### config.mk
export PLATFORM = sky130hd
export DESIGN_NAME = cmac_bp_event_reader
export DESIGN_NICKNAME = d
export VERILOG_FILES = /design/src/rtl/cmac_bp_reader_pkg.sv /design/src/rtl/bp_pop_pulser.sv /design/src/rtl/cmac_bp_event_reader.sv
export SDC_FILE = /design/constraint.sdc
export NUM_CORES = 1
export LEC_CHECK = 0
export ABC_CLOCK_PERIOD_IN_PS = 2000
export BUFFER_PORTS_ARGS = -buffer_cell sky130_fd_sc_hd__buf_2
export CORE_UTILIZATION = 40
export DETAILED_ROUTE_END_ITERATION = 10
export PLACE_DENSITY_LB_ADDON = 0.12
export SLEW_MARGIN = 20
export SYNTH_ARGS = -nofsm -noshare
export SYNTH_HDL_FRONTEND = slang
export SYNTH_SLANG_ARGS = --single-unit
### constraint.sdc
create_clock -name clk -period 2 [get_ports clk]
set_input_delay 0.1 -clock clk [delete_from_list [all_inputs] [get_ports clk]]
set_output_delay 0.1 -clock clk [all_outputs]
set_load 0.01 [all_outputs]
### src/rtl/cmac_bp_reader_pkg.sv
// Shared definitions for the CMAC backpressure-event reader: register byte
// offsets, AXI response codes and the pop pulser state encoding.
package cmac_bp_reader_pkg;

    // Register byte offsets; only bits [4:2] are decoded on the bus
    localparam logic [4:0] REG_STATUS    = 5'h00;
    localparam logic [4:0] REG_LENGTH    = 5'h04;
    localparam logic [4:0] REG_TS_LO     = 5'h08;
    localparam logic [4:0] REG_TS_HI     = 5'h0C;
    localparam logic [4:0] REG_POP       = 5'h10;
    localparam logic [4:0] REG_POP_COUNT = 5'h14;
    localparam logic [4:0] REG_IRQ_EN    = 5'h18;

    localparam logic [1:0] RESP_OKAY   = 2'b00;
    localparam logic [1:0] RESP_SLVERR = 2'b10;

    typedef enum logic [1:0] {
        IDLE   = 2'd0,
        HIGH   = 2'd1,
        SETTLE = 2'd2
    } pop_state_e;

    // Turns a decoded word index back into a byte offset for comparison
    function automatic logic [4:0] reg_offset(input logic [2:0] word_idx);
        return {word_idx, 2'b00};
    endfunction

endpackage

### src/rtl/bp_pop_pulser.sv
// Pop pulser: turns a single-cycle pop request into a clean, flop-driven
// fifo_next pulse of PULSE_CYCLES cycles, followed by a SETTLE_CYCLES quiet
// period so the monitor's head registers can update before the next pop.
module bp_pop_pulser
    import cmac_bp_reader_pkg::*;
#(
    parameter int PULSE_CYCLES  = 2,
    parameter int SETTLE_CYCLES = 4
) (
    input  logic clk,
    input  logic resetn,
    input  logic pop_req,
    output logic busy,
    output logic fifo_next
);

    localparam logic [3:0] PULSE_LOAD  = 4'(PULSE_CYCLES - 1);
    localparam logic [3:0] SETTLE_LOAD = 4'(SETTLE_CYCLES - 1);

    pop_state_e state;
    pop_state_e state_nxt;
    logic [3:0] cnt;
    logic [3:0] cnt_nxt;
    logic       fifo_next_nxt;

    // State, counter and the glitch-free fifo_next flop
    always_ff @(posedge clk or negedge resetn) begin
        if (!resetn) begin
            state     <= IDLE;
            cnt       <= '0;
            fifo_next <= 1'b0;
        end else begin
            state     <= state_nxt;
            cnt       <= cnt_nxt;
            fifo_next <= fifo_next_nxt;
        end
    end

    // Next state: requests outside IDLE are simply ignored
    always_comb begin
        state_nxt = state;
        cnt_nxt   = cnt;
        case (state)
            IDLE: begin
                if (pop_req) begin
                    state_nxt = HIGH;
                    cnt_nxt   = PULSE_LOAD;
                end
            end
            HIGH: begin
                if (cnt == 4'd0) begin
                    state_nxt = SETTLE;
                    cnt_nxt   = SETTLE_LOAD;
                end else begin
                    cnt_nxt = cnt - 4'd1;
                end
            end
            SETTLE: begin
                if (cnt == 4'd0) begin
                    state_nxt = IDLE;
                end else begin
                    cnt_nxt = cnt - 4'd1;
                end
            end
            default: begin
                state_nxt = IDLE;
                cnt_nxt   = '0;
            end
        endcase
    end

    // Outputs: busy from current state, fifo_next registered from next state
    always_comb begin
        busy          = (state != IDLE);
        fifo_next_nxt = (state_nxt == HIGH);
    end

endmodule

### src/rtl/cmac_bp_event_reader.sv
// AXI4-Lite front-end that exposes the head of the CMAC backpressure-event
// FIFO to software and converts a POP register write into a fifo_next pulse.
// Optional macro CMAC_BP_READER_IRQ_EN adds the IRQ_EN register at 0x18 and
// a registered irq output raised while an event is ready to be read.
module cmac_bp_event_reader
    import cmac_bp_reader_pkg::*;
#(
    parameter int AW            = 32,
    parameter int PULSE_CYCLES  = 2,
    parameter int SETTLE_CYCLES = 4
) (
    input  logic          clk,
    input  logic          resetn,
    input  logic [31:0]   fifo_bp_length,
    input  logic          fifo_bp_rxad,
    input  logic [63:0]   fifo_bp_ts,
    input  logic          fifo_valid,
    output logic          fifo_next,
`ifdef CMAC_BP_READER_IRQ_EN
    output logic          irq,
`endif
    input  logic [AW-1:0] s_axi_awaddr,
    input  logic          s_axi_awvalid,
    output logic          s_axi_awready,
    input  logic [31:0]   s_axi_wdata,
    input  logic [3:0]    s_axi_wstrb,
    input  logic          s_axi_wvalid,
    output logic          s_axi_wready,
    output logic [1:0]    s_axi_bresp,
    output logic          s_axi_bvalid,
    input  logic          s_axi_bready,
    input  logic [AW-1:0] s_axi_araddr,
    input  logic          s_axi_arvalid,
    output logic          s_axi_arready,
    output logic [31:0]   s_axi_rdata,
    output logic [1:0]    s_axi_rresp,
    output logic          s_axi_rvalid,
    input  logic          s_axi_rready
);

    logic        active;
    logic        aw_done;
    logic        w_done;
    logic [2:0]  aw_idx;
    logic [31:0] wdata_q;
    logic        wr_exec;
    logic        pop_wr;
    logic        pop_req;
    logic [1:0]  wr_resp;
    logic [31:0] rd_data;
    logic [1:0]  rd_resp;
    logic        busy;
    logic [31:0] pop_count;
    logic [31:0] ts_hi_snap;
`ifdef CMAC_BP_READER_IRQ_EN
    logic        irq_en;
    logic        irq_en_we;
`endif

    // Address bits outside [4:2], byte strobes and spare data bits are unused
    logic unused_bits;
    assign unused_bits = ^{s_axi_awaddr[AW-1:5], s_axi_awaddr[1:0],
                           s_axi_araddr[AW-1:5], s_axi_araddr[1:0],
                           s_axi_wstrb, wdata_q};

    // Ready signals are held low until the first clock after reset release
    assign s_axi_awready = active & ~aw_done & ~s_axi_bvalid;
    assign s_axi_wready  = active & ~w_done & ~s_axi_bvalid;
    assign s_axi_arready = active & ~s_axi_rvalid;
    assign wr_exec       = aw_done & w_done & ~s_axi_bvalid;
    assign pop_req       = wr_exec & pop_wr;

    // Write decode: only POP (and IRQ_EN when built in) are writable
    always_comb begin
        wr_resp = RESP_SLVERR;
        pop_wr  = 1'b0;
`ifdef CMAC_BP_READER_IRQ_EN
        irq_en_we = 1'b0;
`endif
        case (reg_offset(aw_idx))
            REG_POP: begin
                wr_resp = RESP_OKAY;
                pop_wr  = 1'b1;
            end
            REG_IRQ_EN: begin
`ifdef CMAC_BP_READER_IRQ_EN
                wr_resp   = RESP_OKAY;
                irq_en_we = wr_exec;
`else
                wr_resp   = RESP_SLVERR;
`endif
            end
            default: wr_resp = RESP_SLVERR;
        endcase
    end

    // Read decode; STATUS reflects the pulser state before any same-cycle pop
    always_comb begin
        rd_data = '0;
        rd_resp = RESP_OKAY;
        case (reg_offset(s_axi_araddr[4:2]))
            REG_STATUS:    rd_data = {29'd0, busy, fifo_bp_rxad, fifo_valid & ~busy};
            REG_LENGTH:    rd_data = fifo_bp_length;
            REG_TS_LO:     rd_data = fifo_bp_ts[31:0];
            REG_TS_HI:     rd_data = ts_hi_snap;
            REG_POP:       rd_data = '0;
            REG_POP_COUNT: rd_data = pop_count;
`ifdef CMAC_BP_READER_IRQ_EN
            REG_IRQ_EN:    rd_data = {31'd0, irq_en};
`endif
            default:       rd_resp = RESP_SLVERR;
        endcase
    end

    // Write channel: capture AW and W independently, execute once both are in
    always_ff @(posedge clk or negedge resetn) begin
        if (!resetn) begin
            active       <= 1'b0;
            aw_done      <= 1'b0;
            w_done       <= 1'b0;
            aw_idx       <= '0;
            wdata_q      <= '0;
            s_axi_bvalid <= 1'b0;
            s_axi_bresp  <= RESP_OKAY;
        end else begin
            active <= 1'b1;
            if (s_axi_awvalid && s_axi_awready) begin
                aw_done <= 1'b1;
                aw_idx  <= s_axi_awaddr[4:2];
            end
            if (s_axi_wvalid && s_axi_wready) begin
                w_done  <= 1'b1;
                wdata_q <= s_axi_wdata;
            end
            if (wr_exec) begin
                aw_done      <= 1'b0;
                w_done       <= 1'b0;
                s_axi_bvalid <= 1'b1;
                s_axi_bresp  <= wr_resp;
            end else if (s_axi_bvalid && s_axi_bready) begin
                s_axi_bvalid <= 1'b0;
            end
        end
    end

    // Read channel: one outstanding read, TS_LO reads snapshot the upper half
    always_ff @(posedge clk or negedge resetn) begin
        if (!resetn) begin
            s_axi_rvalid <= 1'b0;
            s_axi_rdata  <= '0;
            s_axi_rresp  <= RESP_OKAY;
            ts_hi_snap   <= '0;
        end else begin
            if (s_axi_arvalid && s_axi_arready) begin
                s_axi_rvalid <= 1'b1;
                s_axi_rdata  <= rd_data;
                s_axi_rresp  <= rd_resp;
                if (reg_offset(s_axi_araddr[4:2]) == REG_TS_LO) begin
                    ts_hi_snap <= fifo_bp_ts[63:32];
                end
            end else if (s_axi_rvalid && s_axi_rready) begin
                s_axi_rvalid <= 1'b0;
            end
        end
    end

    // Count only the pops the pulser actually turns into a pulse
    always_ff @(posedge clk or negedge resetn) begin
        if (!resetn) begin
            pop_count <= '0;
        end else if (pop_req && !busy) begin
            pop_count <= pop_count + 32'd1;
        end
    end

`ifdef CMAC_BP_READER_IRQ_EN
    // Interrupt enable register and registered "event ready" interrupt
    always_ff @(posedge clk or negedge resetn) begin
        if (!resetn) begin
            irq_en <= 1'b0;
            irq    <= 1'b0;
        end else begin
            if (irq_en_we) begin
                irq_en <= wdata_q[0];
            end
            irq <= irq_en & fifo_valid & ~busy;
        end
    end
`endif

    bp_pop_pulser #(
        .PULSE_CYCLES (PULSE_CYCLES),
        .SETTLE_CYCLES(SETTLE_CYCLES)
    ) u_pulser (
        .clk      (clk),
        .resetn   (resetn),
        .pop_req  (pop_req),
        .busy     (busy),
        .fifo_next(fifo_next)
    );

endmodule

==> summary.md <==
| Metric | Value |
|---|---|
| Synth Area in XOR/XNOR | `under 10%` |
| Fin cells | `between 800 and 900` |
| Count of final setup violators | `0` |
| Static leakage | `0.003670 µW` |
| Pre-antenna DRT Iters | `4` |
| Required @ worst endpoint | `approximately 2300 ps` |
| Setup bufs post-CTS | `0` |
| Slew Viols, Final | `0` |
| Vias in the first global route | `about 4700` |
| Die X-Extent | `118.8 µm` |
| Sequential share of power | `between 30 and 40%` |
| R2r setup slk | `approximately 180 ps` |
| # rows | `42` |
| Synth warn | `0` |
| Internal | `5645 µW` |
| Synthesized cell area | `5455 µm²` |
| FFs w/ async S/R, synth | `100.0%` |
| CTS Buf Count | `17` |
| Post-place setup slack | `between 200 and 250 ps` |
| Worst path max stage delay | `a little over 500 ps` |
| Crit. End Element | `flip-flop` |
| Synth area leaders | `dfrtp_1 (52%), a22o_1 (10%), mux2_2 (7.4%), a221o_1 (5.3%), xnor2_1 (2.9%)` |
| Relative slew margins | `approximately 56%` |
| Setup TNS Final | `0 ps` |
| Design Area, Final | `approximately 7500 µm²` |
| Simple-gate share of the synthesized area | `between 10% and 20%` |
| Area delta synth->final | `37.89%` |
| Routed length per instance | `around 18 µm` |
| Vias/cell | `between 5 and 6` |
| CP max stage cell | `nor4_1` |
| Worst R2R Start | `pop_count[0]` |
| Clock H-tree levels | `4` |
| Clock Sinks | `113` |
| Period utilization | `91.11%` |
| Min cycle time layout | `1822 ps` |
| Combinational Power Share | `19.6%` |
| Final setup margin | `roughly 180 ps` |
| Core region area | `13300 µm²` |
| Multiplexer area fraction after synthesis | `approximately 8.4%` |
| Max Cap Viol | `0` |
| Layout cells sized above 1 | `37.01%` |
| Cell Area, Placed | `6486 µm²` |
| Die Area | `approximately 14000 µm²` |
| Post-Synth Adder-Cell Area | `0.4587%` |
| CTS tree | `built` |
| Startpoint types | `flip-flop` |
| Post-Syn Instances | `462` |
| Clock share of power | `approximately 42%` |
| Crit-path max FO | `6` |
| Post-CTS Resized | `0` |
| Stages on worst setup path | `5` |
| R2r endpoint | `pop_count[26]` |
| HPWL Detailed | `between 10000 and 15000 µm` |
| Synth top cells by count | `dfrtp_1 (113), a22o_1 (63), mux2_2 (36)` |
| Residual DRC | `0` |
| Slew @ Worst Pin | `~650 ps` |
| Via Count | `about 4600` |
| PD cells | `between 1000 and 1500 nW/µm²` |
| Synth cell types | `48` |
| Combinational family with the most area after synthesis | `compound AO/OA/AOI/OAI gates` |
| Critical path's top delay family | `simple AND/OR/NAND/NOR gates` |
| Max clock buf depth | `2` |
| Detailed-route wire length | `15140 µm` |
| Status | `finished clean` |
| Initial Util | `between 40% and 50%` |
| Peak supply drop | `about 0.0007 V` |
| Pin count of the biggest net entering global routing | `approximately 50` |
| Gr usage total | `between 20% and 30%` |
| Number of buffers added on ports | `150` |
| RePlAce Congestion | `around 0.85` |
| Net Switching | `approximately 2000 µW` |
| Sw frac | `approximately a quarter` |
| CP Capture Point | `pop_count[26]` |
| Antenna viol nets, final | `0` |
| Final Net Count | `between 800 and 900` |
| Worst-Skew Late Latency | `around 420 ps` |
| Number of DRC markers in iteration 0 | `roughly 270` |
| Max Fclk | `~550 MHz` |
| Count leader, synth | `dfrtp_1` |
| Cts hold-fix bufs | `39` |
| Top Ports | `between 200 and 250` |
| Synth top area share | `slightly above 50%` |
| Unrepaired setup endpoints after global routing | `no` |
| CP Cell Sequence | `ha_1 > and4_1 > nand4_1 > nor4_1 > xor2_1` |
| Initial antenna violation count | `0` |
| Placed Instances | `roughly 780` |
| Crit Path Class | `reg2reg` |
| CTS root buffer | `clkbuf_16` |
| Worst EP arrival | `between 2000 and 2500 ps` |
| DIE HEIGHT | `~120 µm` |
| Seq cells post-synth | `approximately 110` |
| Largest area contributor in the netlist | `dfrtp_1` |
| Final core area utilization | `between 50% and 60%` |
| Clock-pin slew on the worst setup and hold paths | `~50 ps` |
| Worst path bufs/invs | `0` |
| Diode count | `0` |
| Syn Area/Cell | `11.81 µm²` |
| Setup Skew | `8.411 ps` |
| Crit. Startpoint | `pop_count[0]` |
| Gr ovfl total | `0` |
| First-pass GRT wire length | `around 25000 µm` |
| Post-synth EDFFs | `0` |
| Final hold viol count | `0` |
| Cells on worst reg2reg path | `5` |
| Type of the worst min-delay path | `in2reg` |
| Synth Area in Compound Gates | `18.14%` |
| Post-synth top flop | `dfrtp_1` |
| Register area share after synthesis | `a little over 50%` |
stage by stage:
stage	power (µW)	hold slack, ps
CTS	7767	12.15
detailed placement	4413	176.6
floorplan	3825	-195.6
global route	8057	27.27
finish	7688	17.18
global placement	4359	164.2
sequential cells by signal, indices dropped and copies added (netlist names):
name / count
aw_idx: 3
u_pulser.fifo_next: 1
u_pulser.cnt: 4
s_axi_bresp: 1
pop_count: 32
ts_hi_snap: 32
s_axi_rvalid: 1
aw_done: 1
active: 1
s_axi_rdata: 32
u_pulser.state: 2
s_axi_bvalid: 1
s_axi_rresp: 1
w_done: 1
power by group through the flow:
stage | combinational [µW] | clock, µW | sequential [µW]
2_1_floorplan | 891 | 0 | 2930
3_3_place_gp | 1420 | 0 | 2940
3_5_place_dp | 1450 | 0 | 2960
4_1_cts | 1530 | 3320 | 2920
5_1_grt | 1660 | 3420 | 2980
6_report | 1510 | 3250 | 2920
worst reg2reg max path, delay by kind of cell (launching register included):
| family | cells | cell delay [ps] |
|---|---|---|
| xor gates and xnor gates | 1 | 120 |
| adders and majority gates | 1 | 190 |
| DFF | 1 | 420 |
| and+or+nand+nor | 3 | 960 |
layer usage:
metal  up-vias  GRT usage (%)  share of wire [%]
met1      2269          31.18                 46
li1       2161              -                  -
met4         0          6.962               0.73
met5         -              0                  0
met2       159          35.71                 47
met3         9          5.840                5.8
cells by family after synthesis:
family / after synthesis
AOI/OAI and AO/OA: 114
xor gates and xnor gates: 33
adders and majority gates: 2
buffers and inverters: 41
DFF: 113
muxes: 41
other: 2
and+or+nand+nor: 116
worst min path at each step:
stage,start,endpoint,slack [ps],cells after the start
6_report,s_axi_arvalid,s_axi_rvalid,20,3
3_5_place_dp,resetn,s_axi_rdata[22],180,1
2_1_floorplan,resetn,active,-200,0
3_3_place_gp,resetn,s_axi_rdata[26],160,1
5_1_grt,s_axi_arvalid,s_axi_rvalid,30,3
4_1_cts,fifo_bp_length[26],s_axi_rdata[26],10,3
final cells by class:
class                           count  area, µm²
Fill cell                        1176       5773
Sequential cell                   113       2828
Multi-Input combinational cell    309       2451
Timing Repair Buffer              211       1359
Clock buffer                       20      466.7
Tap cell                          176      220.2
Clock inverter                     12      178.9
Inverter                            5      18.77
placed cells by master, fill, tap and decap left out, drive strengths merged, types with 3 or more instances in the layout:
| cell | n |
|---|---|
| a21oi | 6 |
| a221o | 29 |
| a22o | 63 |
| and3 | 6 |
| and3b | 3 |
| and4 | 3 |
| buf | 172 |
| bufinv | 4 |
| clkbuf | 20 |
| clkinv | 4 |
| clkinvlp | 3 |
| conb | 3 |
| dfrtp | 113 |
| dlygate4sd3 | 39 |
| inv | 6 |
| mux2 | 37 |
| mux2i | 4 |
| nand2 | 17 |
| nand2b | 4 |
| nand3 | 16 |
| nand4 | 15 |
| nor2 | 17 |
| nor2b | 4 |
| nor3 | 11 |
| nor3b | 5 |
| nor4 | 7 |
| o21ai | 4 |
| o2bb2ai | 3 |
| xnor2 | 18 |
| xor2 | 15 |
Power figures use the tool's default switching activity.
